<file path="src/rtl/sirv_mrom_icb_ctrl.sv">
// ICB slave front-end for the mask ROM: forwards the word address to the ROM and
// queues {rdata, err} responses in a 2-entry FIFO so the bus runs at full rate.
module sirv_mrom_icb_ctrl #(
  parameter int AW = 12,
  parameter int DW = 32
) (
  input  logic            clk,
  input  logic            rst_n,
  input  logic            i_icb_cmd_valid,
  output logic            i_icb_cmd_ready,
  input  logic [31:0]     i_icb_cmd_addr,
  input  logic            i_icb_cmd_read,
  input  logic [DW-1:0]   i_icb_cmd_wdata,
  input  logic [DW/8-1:0] i_icb_cmd_wmask,
  output logic            i_icb_rsp_valid,
  input  logic            i_icb_rsp_ready,
  output logic [DW-1:0]   i_icb_rsp_rdata,
  output logic            i_icb_rsp_err,
  output logic [AW-3:0]   rom_addr,
  input  logic [DW-1:0]   rom_dout,
  output logic            icb_idle
);

  typedef struct packed {
    logic [DW-1:0] rdata;
    logic          err;
  } rsp_t;

  rsp_t       fifo_q [2];
  logic       wptr_q;
  logic       rptr_q;
  logic [1:0] count_q;

  logic cmd_fire;
  logic rsp_fire;
  logic cmd_err;
  rsp_t push_entry;

  // Write data/mask and the upper address bits are intentionally ignored.
  logic unused_inputs;
  assign unused_inputs = ^{i_icb_cmd_wdata, i_icb_cmd_wmask, i_icb_cmd_addr[31:AW]};

  assign rom_addr = i_icb_cmd_addr[AW-1:2];

  assign i_icb_cmd_ready = (count_q != 2'd2);
  assign i_icb_rsp_valid = (count_q != 2'd0);
  assign icb_idle        = (count_q == 2'd0);

  assign cmd_fire = i_icb_cmd_valid & i_icb_cmd_ready;
  assign rsp_fire = i_icb_rsp_valid & i_icb_rsp_ready;

  // Writes and misaligned reads never use the ROM data.
  assign cmd_err          = ~i_icb_cmd_read | (i_icb_cmd_addr[1:0] != 2'b00);
  assign push_entry.err   = cmd_err;
  assign push_entry.rdata = cmd_err ? '0 : rom_dout;

  assign i_icb_rsp_rdata = fifo_q[rptr_q].rdata;
  assign i_icb_rsp_err   = fifo_q[rptr_q].err;

  // NOTE: the FIFO storage is reset too, so the head outputs read as zero out of reset.
  always_ff @(posedge clk or negedge rst_n) begin
    if (!rst_n) begin
      for (int i = 0; i < 2; i++) fifo_q[i] <= '0;
      wptr_q  <= 1'b0;
      rptr_q  <= 1'b0;
      count_q <= 2'd0;
    end else begin
      if (cmd_fire) begin
        fifo_q[wptr_q] <= push_entry;
        wptr_q         <= ~wptr_q;
      end
      if (rsp_fire) rptr_q <= ~rptr_q;
      case ({cmd_fire, rsp_fire})
        2'b10:   count_q <= count_q + 2'd1;
        2'b01:   count_q <= count_q - 2'd1;
        default: count_q <= count_q;
      endcase
    end
  end

endmodule

</file>
<file path="config.mk">
export PLATFORM = sky130hd
export DESIGN_NAME = sirv_mrom_icb_ctrl
export DESIGN_NICKNAME = d
export VERILOG_FILES = /design/src/rtl/sirv_mrom_icb_ctrl.sv
export SDC_FILE = /design/constraint.sdc
export NUM_CORES = 1
export LEC_CHECK = 0
export BUFFER_PORTS_ARGS = -buffer_cell sky130_fd_sc_hd__buf_4
export CAP_MARGIN = 0
export CORE_MARGIN = 1
export CORE_UTILIZATION = 48
export DETAILED_ROUTE_END_ITERATION = 7
export PLACE_DENSITY = 0.8
export SLEW_MARGIN = 25
export SYNTH_ARGS = -nofsm -noshare
export SYNTH_HDL_FRONTEND = slang
export SYNTH_SLANG_ARGS = --single-unit
</file>
<file path="constraint.sdc">
create_clock -name clk -period 1.7 [get_ports clk]
set_input_delay 0.255 -clock clk [delete_from_list [all_inputs] [get_ports clk]]
set_output_delay 0.255 -clock clk [all_outputs]
set_load 0.005 [all_outputs]
</file>
== Word-level counts from Yosys, hierarchy flattened ==
Cells that the tools add are included.

* Flip-flop bits (word level): 70
* Bits of input ports: 105
* Word-level logic and storage cells: 36

* Add/sub/neg operators: 2
* $lt $le $gt $ge: 3
* Eq/ne operators: 3
* Multiplexer cells: 8
* Bitwise operators: 8
* Reductions and logical operators: 5

{| class="wikitable"
|+ Operator list
! cell !! count
|-
| $mux W33 || 4
|-
| $bwmux W66 || 1
|-
| $demux W33 S1 || 1
|-
| $mux W32 || 1
|-
| $reduce_bool A2 Y1 || 3
|-
| $ge A2 B2 Y1 const B || 2
|-
| $not A1 Y2 || 2
|-
| $pmux W2 S2 || 1
|-
| $not A1 Y1 || 3
|-
| $add A2 B1 Y2 const B || 1
|-
| $and A1 B1 Y1 || 2
|-
| $eq A2 B1 Y1 const B || 1
|-
| $eq A2 B2 Y1 const B || 1
|-
| $logic_not A2 Y1 || 1
|-
| $lt A2 B1 Y1 const B || 1
|-
| $ne A2 B2 Y1 const B || 1
|-
| $sub A2 B1 Y2 const B || 1
|-
| $logic_and A1 B1 Y1 || 1
|-
| $or A1 B1 Y1 || 1
|}

== Longest topological paths before layout ==
Gate-level depths: netlist (run 1).

* Depth after elaboration: 6
* Gate-level depth with buffers: 6
* Depth with buffers taken out: 6

== Worst setup path after synthesis (run 1) ==
OpenSTA, ideal clock, no wires.

* Kind: reg2reg
* Start point: register count_q[1]
* End point: register count_q[1]
* Library setup time: 79 ps
* Arrival time: 1,485 ps
* Required time: 1,621 ps
* Path slack: 136 ps
* Stages on the path, launching flop included: 6
* Path buffers: 0
* Path through: dfrtp_1 -> or2_2 -> and2_1 -> ha_1 -> nor2_1 -> xor2_1

* Longest elaborated chain between the ends: 4
* Elaborated cells on any way between the ends: 10

{| class="wikitable"
|+ Ends and longest elaborated chain
! element !! RTL line !! RTL
|-
| from (decl) || 32 || <nowiki>logic [1:0] count_q;</nowiki>
|-
| from (signal assigned) || 74 || <nowiki>2'b10: count_q <= count_q + 2'd1;</nowiki>
|-
| from (signal assigned) || 75 || <nowiki>2'b01: count_q <= count_q - 2'd1;</nowiki>
|-
| from (signal assigned) || 76 || <nowiki>default: count_q <= count_q;</nowiki>
|-
| $reduce_bool A2 Y1 (*) || 46 || <nowiki>assign i_icb_rsp_valid = (count_q != 2'd0);</nowiki>
|-
| via i_icb_rsp_valid || 15 || <nowiki>output logic i_icb_rsp_valid,</nowiki>
|-
| $and A1 B1 Y1 (*) || 50 || <nowiki>assign rsp_fire = i_icb_rsp_valid & i_icb_rsp_ready;</nowiki>
|-
| via rsp_fire || 35 || <nowiki>logic rsp_fire;</nowiki>
|-
| $eq A2 B1 Y1 or $eq A2 B2 Y1 (tied branches) || 73 || <nowiki>case ({cmd_fire, rsp_fire})</nowiki>
|-
| $pmux W2 S2 or $reduce_bool A2 Y1 (tied branches) || n/a ||
|}

The timed path passes the listed nets; every way through them passes the cells marked *.
A chain may end at the register's enable or synchronous reset.

== Worst setup path in the final report (run 1) ==
* Start point: register rptr_q
* End point: output port i_icb_rsp_rdata[6]

* Longest elaborated chain between the ends: 4

{| class="wikitable"
|+ Ends and longest elaborated chain
! element !! RTL line !! RTL
|-
| from (decl) || 31 || <nowiki>logic rptr_q;</nowiki>
|-
| from (signal assigned) || 72 || <nowiki>if (rsp_fire) rptr_q <= ~rptr_q;</nowiki>
|-
| $not A1 Y2 (implied by the code) || 57 || <nowiki>assign i_icb_rsp_rdata = fifo_q[rptr_q].rdata;</nowiki>
|-
| $mux W33 (3 in a row) || n/a ||
|-
| to (decl) || 17 || <nowiki>output logic [DW-1:0] i_icb_rsp_rdata,</nowiki>
|}

Every way passes these cells. The select of a mux whose other input is x is not followed.

==> results of run 1 <==
-- stage by stage --
stage	utilization (%)	area, sq um	setup WS, ns
final	61.6	4520	0.00457
after global routing	61.6	4520	-0.0339
after CTS	61.5	4510	-0.00785
after detailed placement	58.2	4260	0.0791
after global placement	58.2	4260	0.106
after floorplan	-	3670	0.136
-- cells by family (layout without fill, tap and decap cells) --
group	count (synthesis)	in the layout	share of synthesized area, %
XOR/XNOR	5	5	1.19
adder cells (fa/ha/maj)	1	1	0.341
buffers and inverters	29	102	7.15
flip-flops	70	70	47.7
multiplexers	99	99	36.5
AND/OR/NAND/NOR	41	41	7.12
-- timing repair --
action | CTS | global route
setup buffers | 0 | 1
resized for setup | 4 | 1
hold endpoints to repair | 33 | 0
hold buffers | 1 | 0
endpoints found under the setup margin | 33 | 30
-- sequential cells by signal, indices dropped and copies added, names as in the netlist --
signal,count
rptr_q,1
fifo_q,66
wptr_q,1
count_q,2
-- routing by layer --
metal | GRT usage, % | up-vias | share of wire, %
met4 | 6.35 | 0 | 0.73
li1 | - | 991 | -
met2 | 30.5 | 52 | 49
met1 | 24.0 | 1089 | 45
met5 | 0 | - | 0
met3 | 5.63 | 5 | 4.9
-- cells in the mapped netlist, drive strengths merged, types with 2 or more instances --
cell type and n:
mux2 99, dfrtp 70, and3 33, buf 21, clkbuf 7, xnor2 3, nand2 2, nor2 2
xor2 2
-- worst max-delay path by stage --
stage                                endpoint  depth (start not counted)
final                      i_icb_rsp_rdata[6]                          3
after global routing      i_icb_rsp_rdata[22]                          3
after CTS                 i_icb_rsp_rdata[22]                          3
after detailed placement           count_q[1]                          5
after global placement             count_q[1]                          5
after floorplan                    count_q[1]                          5
-- cell type report --
type                       instances  area (sq um)  share of cell area (%)
multi-input combinational        146          1680                    37.1
timing repair buffer              85           741                    16.4
clock inverter                     7          96.3                    2.13
sequential                        70          1750                    38.8
clock buffer                       9           124                    2.74
tap                               99           124                    2.74
inverter                           1          3.75                  0.0831
-- power by group --
group          internal [uW]  total (uW)  switching (uW)
clock network            831        1470             640
logic                   1650        2630             980
registers               2080        2330             253
total                   4560        6430            1870
-- worst max-delay path, delay by kind of cell, from the launching register on --
| kind | cells | cell delay [ns] |
|---|---|---|
| buf+inv | 2 | 0.32 |
| flops | 1 | 0.42 |
| mux | 1 | 0.36 |
==> impl_metrics.sql, run 1 <==
INSERT INTO impl_metrics (metric_group, metric, value, unit) VALUES
('run_status', 'outcome', 'finished clean', ''),
('clocking', 'cts-root-buf', 'sky130_fd_sc_hd__clkbuf_8', ''),
('worst_setup_path', 'timing.critical_path.cells', 'buf_12 -> mux2_2 -> buf_4', ''),
('drt', 'via_count', '2137', ''),
('clocking', 'clkTransAtPathRegs', '0.07', 'ns'),
('floorplanning', 'floorplan.die_area', '0.00800', 'sq mm'),
('worst_setup_path', 'end_kind', 'primary output', ''),
('run', 'max-cap-violations', '0', ''),
('hold_path', 'hold_path_end', 'wptr_q', ''),
('drt', 'detailedRoute.firstIterationViolations', '54', ''),
('clocking', 'clock_latency', '0.33', 'ns'),
('finish', 'antenna_cells_inserted', '0', ''),
('global_route', 'grt_remaining_overflow', '0', ''),
('global_route', 'via_count_of_the_first_global_routing_pass', '2215', ''),
('drt', 'wl_per_cell', '17.0', 'microns'),
('place', 'io_buffer_count', '74', ''),
('floorplanning', 'initial_utilization', '50.1', '%'),
('clocking', 'tritoncts', 'yes', ''),
('sta', 'final-setup-viol-count', '0', ''),
('finish', 'count_of_fill_cells_added_during_filler_insertion', '554', ''),
('worst_setup_path', 'cp_data_required_time', '1.44', 'ns'),
('sta', 'final_hold_viol_count', '0', ''),
('global_route', 'grtUsageTotal', '18.8', '%'),
('synthesis', 'async_reset_ff_share', '100', '%'),
('power_and_ir_drop', 'worst_ir_drop_vdd', '0.618', 'mV'),
('clocking', 'cts_buffers', '9', ''),
('global_route', 'grt_antenna_before_repair', '0', ''),
('worst_setup_path', 'regToRegSetupSlack', '0.09', 'ns'),
('place', 'globalplace.congestion', '0.703', ''),
('synthesis', 'synth.net_count', '351', ''),
('clocking', 'cts.sinks', '70', ''),
('worst_setup_path', 'reg2regPathDepth', '5', ''),
('finish', 'final_net_count', '419', ''),
('drt', 'post_drt_via_cell_ratio', '5.12', ''),
('power_and_ir_drop', 'power.density_cell_area', '1420', 'mW/mm^2'),
('drt', 'postRouteAntennaNets', '0', ''),
('clocking', 'cts-htree-levels', '3', ''),
('synthesis', 'synth-main-ff-cell', 'sky130_fd_sc_hd__dfrtp_1', ''),
('worst_setup_path', 'crit_start', 'rptr_q', ''),
('finish', 'layout.cells.most_common_list', 'sky130_fd_sc_hd__buf_4, sky130_fd_sc_hd__dfrtp_1, sky130_fd_sc_hd__mux2_4', ''),
('synthesis', 'synth.yosys.seq_area_share', '47.7', '%'),
('worst_setup_path', 'timing.critical_path.from_type', 'register', ''),
('floorplanning', 'design.core.area', '0.00733', 'sq mm'),
('synthesis', 'postSynthRegisterBits', '70', ''),
('drt', 'wl', '7090', 'microns'),
('hold_path', 'hold_path_class', 'in2reg', ''),
('sta', 'timing.setup.tns', '0', 'ns'),
('global_route', 'grt_start_max_net_pins', '38', ''),
('synthesis', 'synthesis.area', '0.00367', 'sq mm'),
('synthesis', 'netlist-cell-type-count', '20', ''),
('worst_setup_path', 'timing_worst_setup_path_type', 'reg2out', ''),
('worst_setup_path', 'crit_path_top_delay_cell', 'sky130_fd_sc_hd__dfrtp_2', ''),
('floorplanning', 'die_h', '89.5', 'microns'),
('synthesis', 'netlist_top_cells_area', 'sky130_fd_sc_hd__dfrtp_1, sky130_fd_sc_hd__mux2_4, sky130_fd_sc_hd__mux2_2', ''),
('sta', 'final.period_utilization', '99.7', '%'),
('finish', 'mostFrequentLayoutCell', 'sky130_fd_sc_hd__buf_4', ''),
('synthesis', 'yosysWarnings', '0', ''),
('synthesis', 'syn-mean-instance-area', '15.0', 'sq um'),
('hold_path', 'hold_path.startpoint', 'i_icb_cmd_valid', ''),
('clocking', 'cts_max_path_buffers', '2', ''),
('worst_setup_path', 'critical_path.reg2reg.startpoint', 'count_q[0]', ''),
('floorplanning', 'pin_count', '151', ''),
('synthesis', 'synth_area_leader_cell', 'sky130_fd_sc_hd__dfrtp_1', ''),
('worst_setup_path', 'worstPathArrival', '1.44', 'ns'),
('finish', 'finish.cell_count_without_fillers', '417', ''),
('floorplanning', 'die_width', '89.5', 'microns'),
('power_and_ir_drop', 'total_power', '6430', 'uW'),
('sta', 'finalMaxSlewViolations', '0', ''),
('finish', 'syn_to_final_growth', '23.0', '%'),
('place', 'dpl.hpwl', '4580', 'microns'),
('hold_path', 'worstHoldPathCells', '3', '');
Note: power is estimated with default switching activity, not from simulation.
==> inputs of run 2 (changes only) <==
--- a/config.mk
+++ b/config.mk
@@ -12,4 +12,5 @@
 export DETAILED_ROUTE_END_ITERATION = 7
 export PLACE_DENSITY = 0.8
+export SETUP_SLACK_MARGIN = 0.3
 export SLEW_MARGIN = 25
 export SYNTH_ARGS = -nofsm -noshare
==> constraint.sdc (replaced) <==
create_clock -name clk -period 1.7 [get_ports clk]
set_input_delay 0 -clock clk [delete_from_list [all_inputs] [get_ports clk]]
set_output_delay 0 -clock clk [all_outputs]
set_load 0.005 [all_outputs]
==> impl_metrics.sql, run 2 (synthesis results as in run 1) <==
INSERT INTO impl_metrics (metric_group, metric, value, unit) VALUES
('finish', 'syn_to_final_growth', '32.5', '%'),
('power_and_ir_drop', 'worst_ir_drop_vdd', '0.633', 'mV'),
('drt', 'detailedRoute.firstIterationViolations', '35', ''),
('finish', 'flip_flop_count_of_the_largest_register_after_layout', '66', ''),
('place', 'dpl.hpwl', '4440', 'microns'),
('run', 'max-cap-violations', '0', ''),
('hold_path', 'hold_path.startpoint', 'i_icb_cmd_addr[5]', ''),
('worst_setup_path', 'crit_start', 'count_q[0]', ''),
('hold_path', 'hold_path_class', 'in2out', ''),
('finish', 'finish.cell_count_without_fillers', '430', ''),
('worst_setup_path', 'timing_worst_setup_path_type', 'reg2reg', ''),
('worst_setup_path', 'crit_path_top_delay_cell', 'sky130_fd_sc_hd__dfrtp_1', ''),
('sta', 'unrepaired_setup_endpoints_after_global_routing', 'yes', ''),
('hold_path', 'hold_path_end', 'rom_addr[3]', ''),
('clocking', 'cts_buffers', '9', ''),
('finish', 'layout.cells.most_common_list', 'sky130_fd_sc_hd__mux2_4, sky130_fd_sc_hd__dfrtp_1, sky130_fd_sc_hd__buf_4', ''),
('run_status', 'outcome', 'finished clean', ''),
('finish', 'post_route_cells_drive_above_1_share', '65.6', '%'),
('sta', 'tightestPinTransition', '0.855', 'ns'),
('clocking', 'clkTransAtPathRegs', '0.07', 'ns'),
('drt', 'wl_per_cell', '18.1', 'microns'),
('worst_setup_path', 'worstPathMaxFanout', '7', ''),
('worst_setup_path', 'cp_data_required_time', '1.93', 'ns'),
('drt', 'postRouteAntennaNets', '0', ''),
('floorplanning', 'std_cell_rows', '31', ''),
('sta', 'hold-worst-slack', '0.00000225', 'ns'),
('floorplanning', 'floorplan.die_area', '0.00800', 'sq mm'),
('floorplanning', 'design.core.area', '0.00733', 'sq mm'),
('place', 'globalplace.congestion', '0.704', ''),
('worst_setup_path', 'worstPathArrival', '1.75', 'ns'),
('power_and_ir_drop', 'leakagePower', '0.00255', 'uW'),
('worst_setup_path', 'timing.critical_path.from_type', 'register', ''),
('sta', 'final_hold_viol_count', '0', ''),
('clocking', 'tritoncts', 'yes', ''),
('sta', 'max_freq', '658', 'MHz'),
('clocking', 'cts-root-buf', 'sky130_fd_sc_hd__clkbuf_8', ''),
('place', 'io_buffer_count', '74', ''),
('drt', 'post_drt_via_cell_ratio', '5.20', ''),
('floorplanning', 'pin_count', '151', ''),
('floorplanning', 'die_width', '89.5', 'microns'),
('global_route', 'via_count_of_the_first_global_routing_pass', '2306', ''),
('hold_path', 'worstHoldPathCells', '0', ''),
('clocking', 'cts-htree-levels', '3', ''),
('finish', 'fin_util', '66.4', '%'),
('clocking', 'clock_latency', '0.34', 'ns'),
('power_and_ir_drop', 'total_power', '7150', 'uW'),
('sta', 'period_needed', '1.52', 'ns'),
('worst_setup_path', 'regToRegSetupSlack', '0.18', 'ns'),
('finish', 'largest_register_by_flop_count', 'fifo_q', ''),
('global_route', 'grt_start_max_net_pins', '71', ''),
('finish', 'antenna_cells_inserted', '0', ''),
('global_route', 'grt_remaining_overflow', '0', ''),
('drt', 'via_count', '2234', ''),
('sta', 'final-setup-viol-count', '0', ''),
('sta', 'max-slew-margin-rel', '43.0', '%'),
('floorplanning', 'die_h', '89.5', 'microns'),
('finish', 'reg.largest.list', 'fifo_q (66), count_q (2)', ''),
('clocking', 'cts_max_path_buffers', '2', ''),
('worst_setup_path', 'critPathMaxStageDelay', '0.41', 'ns'),
('place', 'numPlacedInstances', '398', ''),
('drt', 'wl', '7780', 'microns'),
('drt', 'drt_pre_antenna_iters', '4', ''),
('drt', 'drc_violation_count_after_routing', '0', ''),
('sta', 'timing.setup.tns', '0', 'ns'),
('clocking', 'cts.sinks', '70', ''),
('power_and_ir_drop', 'power.density_cell_area', '1470', 'mW/mm^2'),
('global_route', 'grtUsageTotal', '19.2', '%'),
('worst_setup_path', 'timing.critical_path.cells', 'nand2b_4 -> and3b_2 -> buf_12 -> clkbuf_16 -> mux2_4', ''),
('floorplanning', 'initial_utilization', '50.1', '%'),
('worst_setup_path', 'end_kind', 'register', ''),
('finish', 'mostFrequentLayoutCell', 'sky130_fd_sc_hd__mux2_4', ''),
('worst_setup_path', 'critical_path.reg2reg.startpoint', 'count_q[0]', ''),
('worst_setup_path', 'regToRegEndpoint', 'fifo_q[46]', ''),
('finish', 'final_net_count', '432', ''),
('sta', 'final.period_utilization', '89.4', '%'),
('worst_setup_path', 'reg2regPathDepth', '5', ''),
('global_route', 'grt_pass1_wl', '11300', 'microns'),
('global_route', 'grt_antenna_before_repair', '0', ''),
('sta', 'finalMaxSlewViolations', '0', ''),
('sta', 'final.setup_skew', '0.00571', 'ns');
## run 2: cell types whose count changed in the layout (fill, tap and decap cells not counted), moves of 2 or more
cell                            previous run  this run
sky130_fd_sc_hd__mux2_2                   35        18
sky130_fd_sc_hd__buf_6                     0        15
sky130_fd_sc_hd__clkbuf_16                 0         5
sky130_fd_sc_hd__mux2_4                   64        81
sky130_fd_sc_hd__buf_4                    76        66
sky130_fd_sc_hd__dlygate4sd3_1             1         3
## run 2: area by class of cell
class                           count  area (sq um)
Fill cell                         526          2470
Inverter                            1          3.75
Tap cell                           99           124
Multi-Input combinational cell    146          1760
Timing Repair Buffer               98          1000
Clock inverter                      5          82.6
Clock buffer                       11           141
Sequential cell                    70          1750
## run 2: timing repair
item,4_1_cts,5_1_grt
setup buffers,3,4
cloned,1,5
hold buffers,3,0
gates resized for setup,5,41
endpoints found under the hold margin,72,0
pin swaps,2,1
setup endpoints to repair,96,90
## run 2: metrics by stage
stage          setup slack (ns)  cell area, sq um
5_1_grt                   0.157              4860
3_5_place_dp              0.197              4220
4_1_cts                   0.220              4540
2_1_floorplan             0.290              3690
3_3_place_gp              0.219              4220
6_report                  0.181              4860
## run 2: worst max-delay path by stage
| stage | endpoint | slack [ns] | depth (start not counted) |
|---|---|---|---|
| floorplan | fifo_q[33] | 0.29 | 5 |
| global placement | fifo_q[43] | 0.22 | 4 |
| detailed placement | count_q[1] | 0.20 | 6 |
| CTS | count_q[1] | 0.22 | 6 |
| global route | count_q[1] | 0.16 | 6 |
| finish | fifo_q[46] | 0.18 | 5 |
## run 2: critical path: cells and delay by family, from the launching register on
kind,cells,cell delay [ns]
DFF,1,0.41
and+or+nand+nor,2,0.39
buffers and inverters,2,0.31
muxes,1,0.30
## run 2: power breakdown
part	internal, uW	switching [uW]
registers	2080	282
logic	2140	1150
clock network	869	625
total	5090	2050
## run 2: layer usage
metal	wire, microns	up-vias	global-route usage [%]	share of wire (%)
met1	3560	1145	23.6	46
met4	111	0	9.24	1.4
met3	345	11	4.06	4.4
met5	0	-	0	0
li1	-	1019	-	-
met2	3760	59	32.2	48
